`src/rtl/mult_unit_param_if.sv`:
```
// mult_unit_param_if: Start/Busy/Done handshake and operand/result bus for mult_unit_param.
// The ovf signal exists only when MULT_OVF_FLAG_EN is defined.
interface mult_unit_param_if #(parameter int WIDTH = 8);
  logic start;
  logic [WIDTH-1:0] s;
  logic [WIDTH-1:0] m;
  logic busy;
  logic done;
  logic [2*WIDTH-1:0] product;
`ifdef MULT_OVF_FLAG_EN
  logic ovf;
  modport master(output start, s, m, input busy, done, product, ovf);
  modport slave(input start, s, m, output busy, done, product, ovf);
`else
  modport master(output start, s, m, input busy, done, product);
  modport slave(input start, s, m, output busy, done, product);
`endif
endinterface

```
`src/rtl/mult_unit_param.sv`:
```
// mult_unit_param: sequential signed add/shift multiplier, WIDTH+1 cycle latency.
// Optional overflow flag enabled by MULT_OVF_FLAG_EN.
module mult_unit_param #(parameter int WIDTH = 8) (
  input logic clk,
  input logic rst_n,
  mult_unit_param_if.slave bus
);
  localparam int CW = $clog2(WIDTH);
  typedef enum logic [1:0] {IDLE, RUN, DONE} state_t;
  state_t state, state_nx;
  logic [WIDTH-1:0] sreg, b;
  logic [WIDTH:0] xa, sx, t;
  logic [CW-1:0] cnt;
  logic [2*WIDTH-1:0] product, p_nx;
  logic last;
  // The last multiplier bit carries negative weight, hence subtract on the final step.
  always_comb begin
    last = cnt == CW'(WIDTH - 1);
    sx = {sreg[WIDTH-1], sreg};
    t = !b[0] ? xa : last ? xa - sx : xa + sx;
    p_nx = {t[WIDTH:1], t[0], b[WIDTH-1:1]};
    state_nx = state == IDLE ? (bus.start ? RUN : IDLE) :
               state == RUN  ? (last ? DONE : RUN) : IDLE;
  end
  always_ff @(posedge clk or negedge rst_n)
    if (!rst_n) state <= IDLE;
    else state <= state_nx;
  always_ff @(posedge clk or negedge rst_n)
    if (!rst_n) begin
      sreg <= '0;
      b <= '0;
      xa <= '0;
      cnt <= '0;
      product <= '0;
    end else if (state == IDLE && bus.start) begin
      sreg <= bus.s;
      b <= bus.m;
      xa <= '0;
      cnt <= '0;
    end else if (state == RUN) begin
      xa <= {t[WIDTH], t[WIDTH:1]};
      b <= {t[0], b[WIDTH-1:1]};
      cnt <= last ? cnt : cnt + CW'(1);
      if (last) product <= p_nx;
    end
  assign bus.busy = state != IDLE;
  assign bus.done = state == DONE;
  assign bus.product = product;
`ifdef MULT_OVF_FLAG_EN
  logic ovf;
  // Product fits in WIDTH signed bits only when its top WIDTH+1 bits are all equal.
  always_ff @(posedge clk or negedge rst_n)
    if (!rst_n) ovf <= 1'b0;
    else if (state == RUN && last)
      ovf <= !(&p_nx[2*WIDTH-1:WIDTH-1] || ~|p_nx[2*WIDTH-1:WIDTH-1]);
  assign bus.ovf = ovf;
`endif
endmodule
```
`src/flat_wrapper.sv`:
```
// flat-port wrapper written by rule: the top's interface ports become plain ports
module mult_unit_param_flat 
#(parameter int WIDTH = 8)
  (clk, rst_n, bus_start, bus_s, bus_m, bus_busy, bus_done, bus_product);
  mult_unit_param_if #(.WIDTH(WIDTH)) bus_i ();
  input logic clk;
  input logic rst_n;
  input wire logic [$bits(bus_i.start)-1:0] bus_start;
  input wire logic [$bits(bus_i.s)-1:0] bus_s;
  input wire logic [$bits(bus_i.m)-1:0] bus_m;
  output wire logic [$bits(bus_i.busy)-1:0] bus_busy;
  output wire logic [$bits(bus_i.done)-1:0] bus_done;
  output wire logic [$bits(bus_i.product)-1:0] bus_product;
  assign bus_i.start = bus_start;
  assign bus_i.s = bus_s;
  assign bus_i.m = bus_m;
  assign bus_busy = bus_i.busy;
  assign bus_done = bus_i.done;
  assign bus_product = bus_i.product;
  mult_unit_param #(.WIDTH(WIDTH)) u_core (.clk(clk), .rst_n(rst_n), .bus(bus_i));
endmodule
```
`config.mk`:
```
export PLATFORM = sky130hd
export DESIGN_NAME = mult_unit_param_flat
export DESIGN_NICKNAME = d
export VERILOG_FILES = /design/src/rtl/mult_unit_param_if.sv /design/src/rtl/mult_unit_param.sv /design/src/flat_wrapper.sv
export SDC_FILE = /design/constraint.sdc
export NUM_CORES = 1
export LEC_CHECK = 0
export BUFFER_PORTS_ARGS = -buffer_cell sky130_fd_sc_hd__clkbuf_2
export CAP_MARGIN = 20
export CORE_UTILIZATION = 56
export DETAILED_ROUTE_END_ITERATION = 6
export PLACE_DENSITY = 0.78
export SYNTH_ARGS = -nofsm -noshare
export SYNTH_HDL_FRONTEND = slang
export SYNTH_SLANG_ARGS = --single-unit
```
`constraint.sdc`:
```
create_clock -name clk -period 3.5 [get_ports clk]
set_input_delay 0.525 -clock clk [delete_from_list [all_inputs] [get_ports clk]]
set_output_delay 0.525 -clock clk [all_outputs]
set_load 0.005 [all_outputs]
```
==> impl_results.md, run 1 <==
* Outcome: finished clean
* Crit end category: flop
* Starting Density at 0.585
* Final #Nets at 314
* Cells on worst reg2reg path at 11
* Critical path class: flop to flop
* Final HPWL DP at 3.34 mm
* Layout cells sized above 1 at 0.204
* CTS buffer count at 5
* Global-route wire length before repair at 7.99 mm
* Post-synthesis sequential area ratio at 0.477
* Post-synth EDFFs at 0
* Overflow after GRT at 0
* PwrDens at 1140 mW/mm²
* Die Wd at 66.9 µm
* Chip height at 66.9 µm
* Clk_lat worst skew at 0.31 ns
* Vias at 1844
* Yosys top cell by area: dfrtp_1
* Post-synth design cell area at 0.00236 mm²
* Diodes inserted at 0
* Tmin final at 2.93 ns
* Gp weighted congestion at 0.846
* Post-CTS sizing at 0
* Clock skew at 0.0122 ns
* Number of placement rows at 23
* Via density at 5.52
* CTS tree: done
* H-tree depth at 2
* Post-synthesis async set-or-reset flop share at 1.00
* Pin count of the biggest net entering global routing at 46
* Synth top area cells: dfrtp_1 (48%), nand2_1 (8.0%), ha_1 (5.8%)
* RSZ-0062 raised after global routing: no
* Critical Path RT at 3.67 ns
* Area Overhead vs Synth at 14.1%
* Max-slew violation count at 0
* Fmax at 342 MHz
* Worst slew margin at 0.527
* Hold Path Class: input pin to asynchronous set/reset pin
* CP Max Fanout at 10
* Yosys top cell area share at 0.477
* Hold slack at 0.0428 ns
* Leak Pwr at 1.34 nW
* Core Area at 0.00403 mm²
* Root Buffer: clkbuf_8
* CTS hold repair buffers at 0
* Post-DR wirelength/cell at 13.9 µm
* Worst setup SP type: flop
* Antenna-violating nets left at 0
* Die ar. at 0.00447 mm²
* Io pins at 37
* Core Util, Final at 0.668
* Setup bufs post-CTS at 0
* Final Hold Viols at 0
* Max IR drop VDD at 0.000639 V
* Drt total wl at 4.65 mm
* Syn Area/Cell at 9.55 µm²
* Top_reg_cell synth: dfrtp_1
* # DRC at 0
* Max cap viols at 0
* Synthesis warning total at 0
* Port Buf Inserts at 36
* Period utilization at 0.836
* Vias in the first global route at 1760
* Worst slew pin tran at 0.709 ns
* Gr usage total at 0.245
* Final setup violation count at 0
* DRT Pass-1 Iters at 5
* Netlist cell types at 35
* Critical Path AT at 3.10 ns
* #FFs+latches synth at 45
* Max clock buf depth at 2
* DRT iter0 DRCs at 128
* Syn nets at 278
* Clock Pin Slew Worst Setup and Hold Paths at 0.10 ns
* Syn Inst Count at 247
* Setup tns final at 0 ns
* Initial antenna violation count at 0
* # clock sinks at 45
## layout make-up
type / instances / area, µm²
Multi-Input combinational cell: 183 / 1140
Sequential cell: 45 / 1130
Tap cell: 50 / 62.6
Clock buffer: 5 / 68.8
Clock inverter: 3 / 50.0
Inverter: 10 / 37.5
Timing Repair Buffer: 38 / 208
Fill cell: 348 / 1340
## kinds of logic (layout without fill, tap and decap cells)
family                     after synthesis  count (layout)  synth area share
muxes                                   13              13            0.0599
DFF                                     45              45             0.477
and+or+nand+nor                         93              93             0.179
AOI/OAI and AO/OA                       54              54             0.136
xor gates and xnor gates                11              11            0.0409
adders and majority gates               12              12            0.0668
buffers and inverters                   19              56            0.0403
## metal layers
metal	global-route usage	wire length [µm]	vias to the layer above
met5	0	0	-
met4	0.0798	58	0
met3	0.0514	234	7
met2	0.395	2180	47
met1	0.325	2180	872
li1	-	-	918
## sequential cells by signal, summed over array words and instances, names as in the netlist
| name | cells |
|---|---|
| u_core.cnt | 3 |
| u_core.sreg | 8 |
| u_core.bus.product | 16 |
| u_core.b | 8 |
| u_core.state | 2 |
| u_core.xa | 8 |
## Yosys cell counts (3+ instances only)
library cell  count
a21oi_1           8
clkbuf_1          5
ha_1             11
nand2b_1          3
buf_6             3
nor2_1           17
dfrtp_1          45
xnor2_1           8
xor2_1            3
nor2b_1           6
nor3_1            3
nand3_1           6
a31oi_1           5
mux2_2            9
a22oi_1           7
o21ai_0          23
mux2i_1           4
inv_1            10
nand2_1          50
## stage by stage
stage	power [mW]	area (µm²)	instances	worst slack, ns
floorplan	2.24	2360	247	0.912
global placement	2.60	2550	325	0.688
detailed placement	2.66	2550	325	0.628
CTS	3.09	2670	333	0.593
global route	3.40	2690	334	0.294
finish	3.08	2690	334	0.574
## report_power, final
group | total [mW] | internal [mW] | switching (mW) | leakage [nW]
Clock | 0.416 | 0.219 | 0.198 | 0.0603
Combinational | 1.67 | 0.753 | 0.914 | 0.727
Sequential | 0.995 | 0.773 | 0.223 | 0.557
## final timing paths
| path | start | end | slack, ns |
|---|---|---|---|
| worst max-delay path | u_core.cnt[0]$_DFFE_PN0P_ | u_core.bus.product[14]$_DFFE_PN0P_ | 0.57 |
| worst min-delay path | rst_n | u_core.bus.product[4]$_DFFE_PN0P_ | 0.04 |
| worst max register to register | u_core.cnt[0]$_DFFE_PN0P_ | u_core.bus.product[14]$_DFFE_PN0P_ | 0.57 |
| worst min register to register | u_core.bus.product[14]$_DFFE_PN0P_ | u_core.bus.product[14]$_DFFE_PN0P_ | 0.49 |
| max in group asynchronous | rst_n | u_core.xa[1]$_DFFE_PN0P_ | 2.99 |
| min in group clk | bus_s[6] | u_core.sreg[6]$_DFFE_PN0P_ | 0.40 |
## worst max-delay path, cell delays in order, from the launching register on
cell and delay [ns]:
dfrtp_1 0.37, ha_1 0.15, ha_1 0.37, mux2_2 0.41, inv_1 0.07, ha_1 0.21, nor2b_1 0.12, o21ai_0 0.29
a211oi_1 0.15, or3_1 0.32, a31oi_1 0.22, o21ai_0 0.10
## placed cells by master, fill, tap and decap left out, types with 3 or more instances in the layout
cell / count
nor2b_1: 6
ha_1: 11
nor2_1: 17
nand2b_1: 3
nor3_1: 3
nand2_1: 50
a22oi_1: 7
mux2_2: 9
a21oi_1: 8
inv_1: 10
clkbuf_8: 5
xor2_1: 3
xnor2_1: 8
a31oi_1: 5
mux2i_1: 4
o21ai_0: 23
clkbuf_2: 36
nand3_1: 6
dfrtp_1: 45
Note: power is estimated with default switching activity, not from simulation.
==> run 2: changes to the inputs <==
==> constraint.sdc (replaced) <==
create_clock -name clk -period 3 [get_ports clk]
set_input_delay 0.45 -clock clk [delete_from_list [all_inputs] [get_ports clk]]
set_output_delay 0.45 -clock clk [all_outputs]
set_load 0.005 [all_outputs]
==> run 2 against run 1 <==
Die area did not move. Non-clock buffer count is the same. Via count down 1.6%. Sequential share of layout area fell by 0.23 points. Count of clock-buffer cells in the layout rose by 1. Worst setup slack got worse by 0.35 ns.
==> impl_results.md, run 2 (synthesis gave the netlist of run 1 again) <==
* H-tree depth at 2
* Root Buffer: clkbuf_8
* Fmax at 360 MHz
* Tmin final at 2.78 ns
* Period utilization at 0.926
* Diodes inserted at 0
* CP Max Fanout at 10
* Worst slew margin at 0.536
* Overflow after GRT at 0
* Global-route wire length before repair at 7.23 mm
* Outcome: finished clean
* # DRC at 0
* Initial antenna violation count at 0
* Final HPWL DP at 3.18 mm
* Origin of the worst setup path: u_core.cnt[0]$_DFFE_PN0P_
* Io pins at 37
* Max-slew violation count at 0
* Max cap viols at 0
* Most frequent cells in the layout: nand2_1 (50), dfrtp_1 (45), clkbuf_2 (36)
* Vias in the first global route at 1635
* Pin count of the biggest net entering global routing at 46
* Worst setup SP type: flop
* Setup tns final at 0 ns
* Clock Pin Slew Worst Setup and Hold Paths at 0.08 ns
* Final worst slack at 0.221 ns
* Core Area at 0.00403 mm²
* Clk_lat worst skew at 0.30 ns
* Largest register FFs at 16
* DRT Pass-1 Iters at 4
* Die Wd at 66.9 µm
* Gr usage total at 0.225
* CTS tree: done
* Setup bufs post-CTS at 0
* Most common cell after layout, fill and taps aside: nand2_1
* Clock skew at 0.00557 ns
* Setup slack after placement at 0.165 ns
* Worst slew pin tran at 0.696 ns
* Final Hold Viols at 0
* Gp weighted congestion at 0.860
* Leak Pwr at 1.34 nW
* Max IR drop VDD at 0.000656 V
* Max clock buf depth at 2
* Layout cells sized above 1 at 0.211
* Chip height at 66.9 µm
* Critical Path AT at 2.95 ns
* PwrDens at 1330 mW/mm²
* R2R Path Start: u_core.cnt[0]$_DFFE_PN0P_
* Final #Nets at 314
* Hold Path Class: input pin to asynchronous set/reset pin
* DRT iter0 DRCs at 83
* Via density at 5.43
* Number of placement rows at 23
* Port Buf Inserts at 36
* Area Overhead vs Synth at 14.7%
* Critical path class: flop to flop
* Final setup violation count at 0
* Biggest register: u_core.bus.product
* Starting Density at 0.585
* Fillers at 330
* Vias at 1814
* Crit end category: flop
* Post-DR wirelength/cell at 13.2 µm
* RSZ-0062 raised after global routing: no
* Drt total wl at 4.41 mm
* Critical Path RT at 3.18 ns
* # clock sinks at 45
* CTS buffer count at 5
* Die ar. at 0.00447 mm²
* Antenna-violating nets left at 0
-- run 2: changes by cell type in the layout (fill, tap and decap cells not counted) --
| cell | change |
|---|---|
| inv_8 | -1 |
| ha_1 | -1 |
| buf_16 | +1 |
| buf_12 | -1 |
| clkinvlp_4 | +1 |
| a21oi_1 | -1 |
| clkinv_4 | -1 |
| ha_2 | +1 |
| a21oi_2 | +1 |
| clkbuf_8 | +1 |
-- run 2: report_power, final --
| part | switching (mW) | internal [mW] |
|---|---|---|
| sequential | 0.259 | 0.902 |
| clock | 0.207 | 0.271 |
| combinational | 1.06 | 0.885 |
| total | 1.53 | 2.06 |
-- run 2: critical path, cell delays in order (launching register included) --
cell and delay, ns:
dfrtp_1 0.37, ha_1 0.15, ha_2 0.28, mux2_2 0.39, fa_1 0.43, nand2b_1 0.19, a21oi_2 0.19, o21ai_0 0.14
mux2i_1 0.27, xnor2_1 0.17, o21ai_1 0.07
-- run 2: final timing paths --
path | endpoint | slack (ns) | cells past startpoint
min in group clk | u_core.sreg[6]$_DFFE_PN0P_ | 0.33 | 3
max in group asynchronous | u_core.sreg[4]$_DFFE_PN0P_ | 2.40 | 2
worst min-delay path | u_core.bus.product[4]$_DFFE_PN0P_ | 0.1 | 1
worst max register to register | u_core.bus.product[15]$_DFFE_PN0P_ | 0.22 | 10
worst max-delay path | u_core.bus.product[15]$_DFFE_PN0P_ | 0.22 | 10
worst min register to register | u_core.bus.product[10]$_DFFE_PN0P_ | 0.48 | 2
-- run 2: repair_timing --
item	4_1_cts	5_1_grt
resized for setup	0	2
hold buffers	0	0
setup endpoints to repair	0	6
-- run 2: routing by layer --
layer,vias up,track usage,share of wire
li1,921,-,-
met3,6,0.0565,0.036
met4,0,0.101,0.015
met5,-,0,0
met2,36,0.354,0.46
met1,851,0.289,0.49
-- run 2: area by class of cell --
class                           count  area (µm²)  share of cell area
Multi-Input combinational cell    183        1140               0.423
Sequential cell                    45        1130               0.416
Timing Repair Buffer               38         215              0.0796
Clock buffer                        6        82.6              0.0305
Tap cell                           50        62.6              0.0231
Clock inverter                      2        37.5              0.0139
Inverter                           10        37.5              0.0139
-- run 2: through the flow --
step | total power, mW | hold WS, ns | utilization | cells | instance area, µm²
floorplan | 2.62 | 0.154 | - | 247 | 2360
global placement | 3.04 | 0.461 | 0.633 | 325 | 2550
detailed placement | 3.09 | 0.469 | 0.633 | 325 | 2550
CTS | 3.58 | 0.324 | 0.663 | 333 | 2670
global route | 3.95 | 0.127 | 0.671 | 334 | 2710
finish | 3.59 | 0.0981 | 0.671 | 334 | 2710
==> run 3: changes to the inputs <==
==> constraint.sdc (replaced) <==
create_clock -name clk -period 3 [get_ports clk]
set_input_delay 0.9 -clock clk [delete_from_list [all_inputs] [get_ports clk]]
set_output_delay 0.9 -clock clk [all_outputs]
set_load 0.005 [all_outputs]
==> run 3 against run 2 <==
Sequential share of layout area rose by 0.68 points. Largest power group unchanged. Worst setup slack got worse by 0.049 ns. First-iteration DRC count is 17% higher. Highest routed layer unchanged.
==> impl_results.md, run 3 (synthesis gave the netlist of run 1 again) <==
* Crit end category: flop
* Antenna-violating nets left at 0
* Chip height at 66.9 µm
* PwrDens at 1310 mW/mm²
* Post-DR wirelength/cell at 13.1 µm
* Max-slew violation count at 0
* Final Hold Viols at 0
* Gp weighted congestion at 0.868
* DRT Pass-1 Iters at 5
* Largest register FFs at 16
* Number of placement rows at 23
* Final HPWL DP at 3.26 mm
* Clk_lat worst skew at 0.30 ns
* Setup tns final at 0 ns
* Critical Path AT at 3.00 ns
* H-tree depth at 2
* # clock sinks at 45
* DRT iter0 DRCs at 97
* Core Area at 0.00403 mm²
* Io pins at 37
* Most frequent cells in the layout: nand2_1 (50), dfrtp_1 (45), clkbuf_2 (36)
* Slowest cell delay on critical path at 0.43 ns
* Diodes inserted at 0
* Max clock buf depth at 2
* Final setup violation count at 0
* WP buf/inv at 0
* Vias at 1794
* Leak Pwr at 1.33 nW
* Die Wd at 66.9 µm
* Initial antenna violation count at 0
* Hold Path Class: flop to flop
* Layout cells sized above 1 at 0.208
* CTS tree: done
* Biggest register: u_core.bus.product
* Global-route wire length before repair at 7.61 mm
* Fmax at 354 MHz
* CTS buffer count at 5
* Vias in the first global route at 1688
* Worst slew margin at 0.527
* Final #Nets at 314
* Max IR drop VDD at 0.000640 V
* Via density at 5.37
* # DRC at 0
* Critical Path RT at 3.17 ns
* Outcome: finished clean
* Gr usage total at 0.235
* Most common cell after layout, fill and taps aside: nand2_1
* Root Buffer: clkbuf_8
* Fillers at 343
* Tmin final at 2.83 ns
* Critical path class: flop to flop
* Total Power at 3.48 mW
* Port Buf Inserts at 36
* Max cap viols at 0
* Critical Path, Cell by Cell: ha_1 -> ha_2 -> mux2_2 -> fa_1 -> nand2b_1 -> a21oi_1 -> o21ai_0 -> mux2i_1 -> xnor2_1 -> o21ai_1
* Crit-path slowest cell: fa_1
* Worst setup SP type: flop
* Drt total wl at 4.38 mm
* Flop2flop setup slack at 0.17 ns
* RSZ-0062 raised after global routing: no
* Pin count of the biggest net entering global routing at 29
* Period utilization at 0.943
* Worst slew pin tran at 0.710 ns
* Placed instance count at 326
* Die ar. at 0.00447 mm²
* Finished Layout Cells at 334
* Family with the most delay on the worst path: adder cells
* CP Max Fanout at 10
* Clock Pin Slew Worst Setup and Hold Paths at 0.09 ns
* Area Overhead vs Synth at 12.8%
* Starting Density at 0.585
* Overflow after GRT at 0
* Clock skew at 0.0119 ns
==> run 3: changes by cell type in the layout (fill, tap and decap cells not counted) <==
cell,before,now
bufinv_16,1,0
a21oi_2,1,0
clkinvlp_4,1,0
inv_6,0,1
buf_16,1,0
a21oi_1,7,8
clkinv_4,0,1
buf_4,1,2
==> run 3: layout make-up <==
class | instances | area (µm²) | share of cell area
clock buffers | 6 | 82.6 | 0.0310
clock inverters | 2 | 17.5 | 0.00658
inverters | 10 | 37.5 | 0.0141
multi-input cells | 183 | 1140 | 0.428
flip-flops and latches | 45 | 1130 | 0.423
well taps | 50 | 62.6 | 0.0235
repair buffers | 38 | 195 | 0.0733
==> run 3: through the flow <==
stage / setup slack, ns / util / area (µm²) / hold WS, ns
finish: 0.172 / 0.661 / 2660 / 0.483
CTS: 0.103 / 0.660 / 2660 / 0.492
floorplan: 0.412 / - / 2360 / 0.465
detailed placement: 0.138 / 0.635 / 2560 / 0.473
global route: 0.00798 / 0.661 / 2660 / 0.519
global placement: 0.232 / 0.635 / 2560 / 0.461
==> run 3: timing repair <==
action,in CTS,in global routing
hold buffers,0,0
endpoints found under the setup margin,0,6
gates resized for setup,0,1
buffers inserted,0,0
==> run 3: worst paths after layout <==
| check | start | to | cells after the start |
|---|---|---|---|
| worst max-delay path | u_core.cnt[0]$_DFFE_PN0P_ | u_core.bus.product[15]$_DFFE_PN0P_ | 10 |
| worst min-delay path | u_core.bus.product[13]$_DFFE_PN0P_ | u_core.bus.product[13]$_DFFE_PN0P_ | 2 |
| worst max register to register | u_core.cnt[0]$_DFFE_PN0P_ | u_core.bus.product[15]$_DFFE_PN0P_ | 10 |
| worst min register to register | u_core.bus.product[13]$_DFFE_PN0P_ | u_core.bus.product[13]$_DFFE_PN0P_ | 2 |
| max in group asynchronous | rst_n | u_core.sreg[3]$_DFFE_PN0P_ | 2 |
| min in group asynchronous | rst_n | u_core.bus.product[3]$_DFFE_PN0P_ | 1 |
==> run 3: metal layers <==
layer,part of all wire,routed length [µm],global-route usage
met1,0.50,2170,0.310
met3,0.054,237,0.0565
met5,0,0,0
met4,0.011,48,0.0851
met2,0.44,1920,0.371
==> run 3: power breakdown <==
group / switching [mW] / internal (mW)
clock network: 0.216 / 0.191
logic: 1.04 / 0.878
registers: 0.252 / 0.901
total: 1.51 / 1.97
==> run 3: worst register-to-register path: cells and delay by family, from the launching register on <==
family / cells / cell delay (ns)
AO/OA/AOI/OAI: 3 / 0.46
flip-flops: 1 / 0.37
AND/OR/NAND/NOR: 1 / 0.18
adder cells (fa/ha/maj): 3 / 0.87
XOR/XNOR: 1 / 0.16
multiplexers: 2 / 0.67
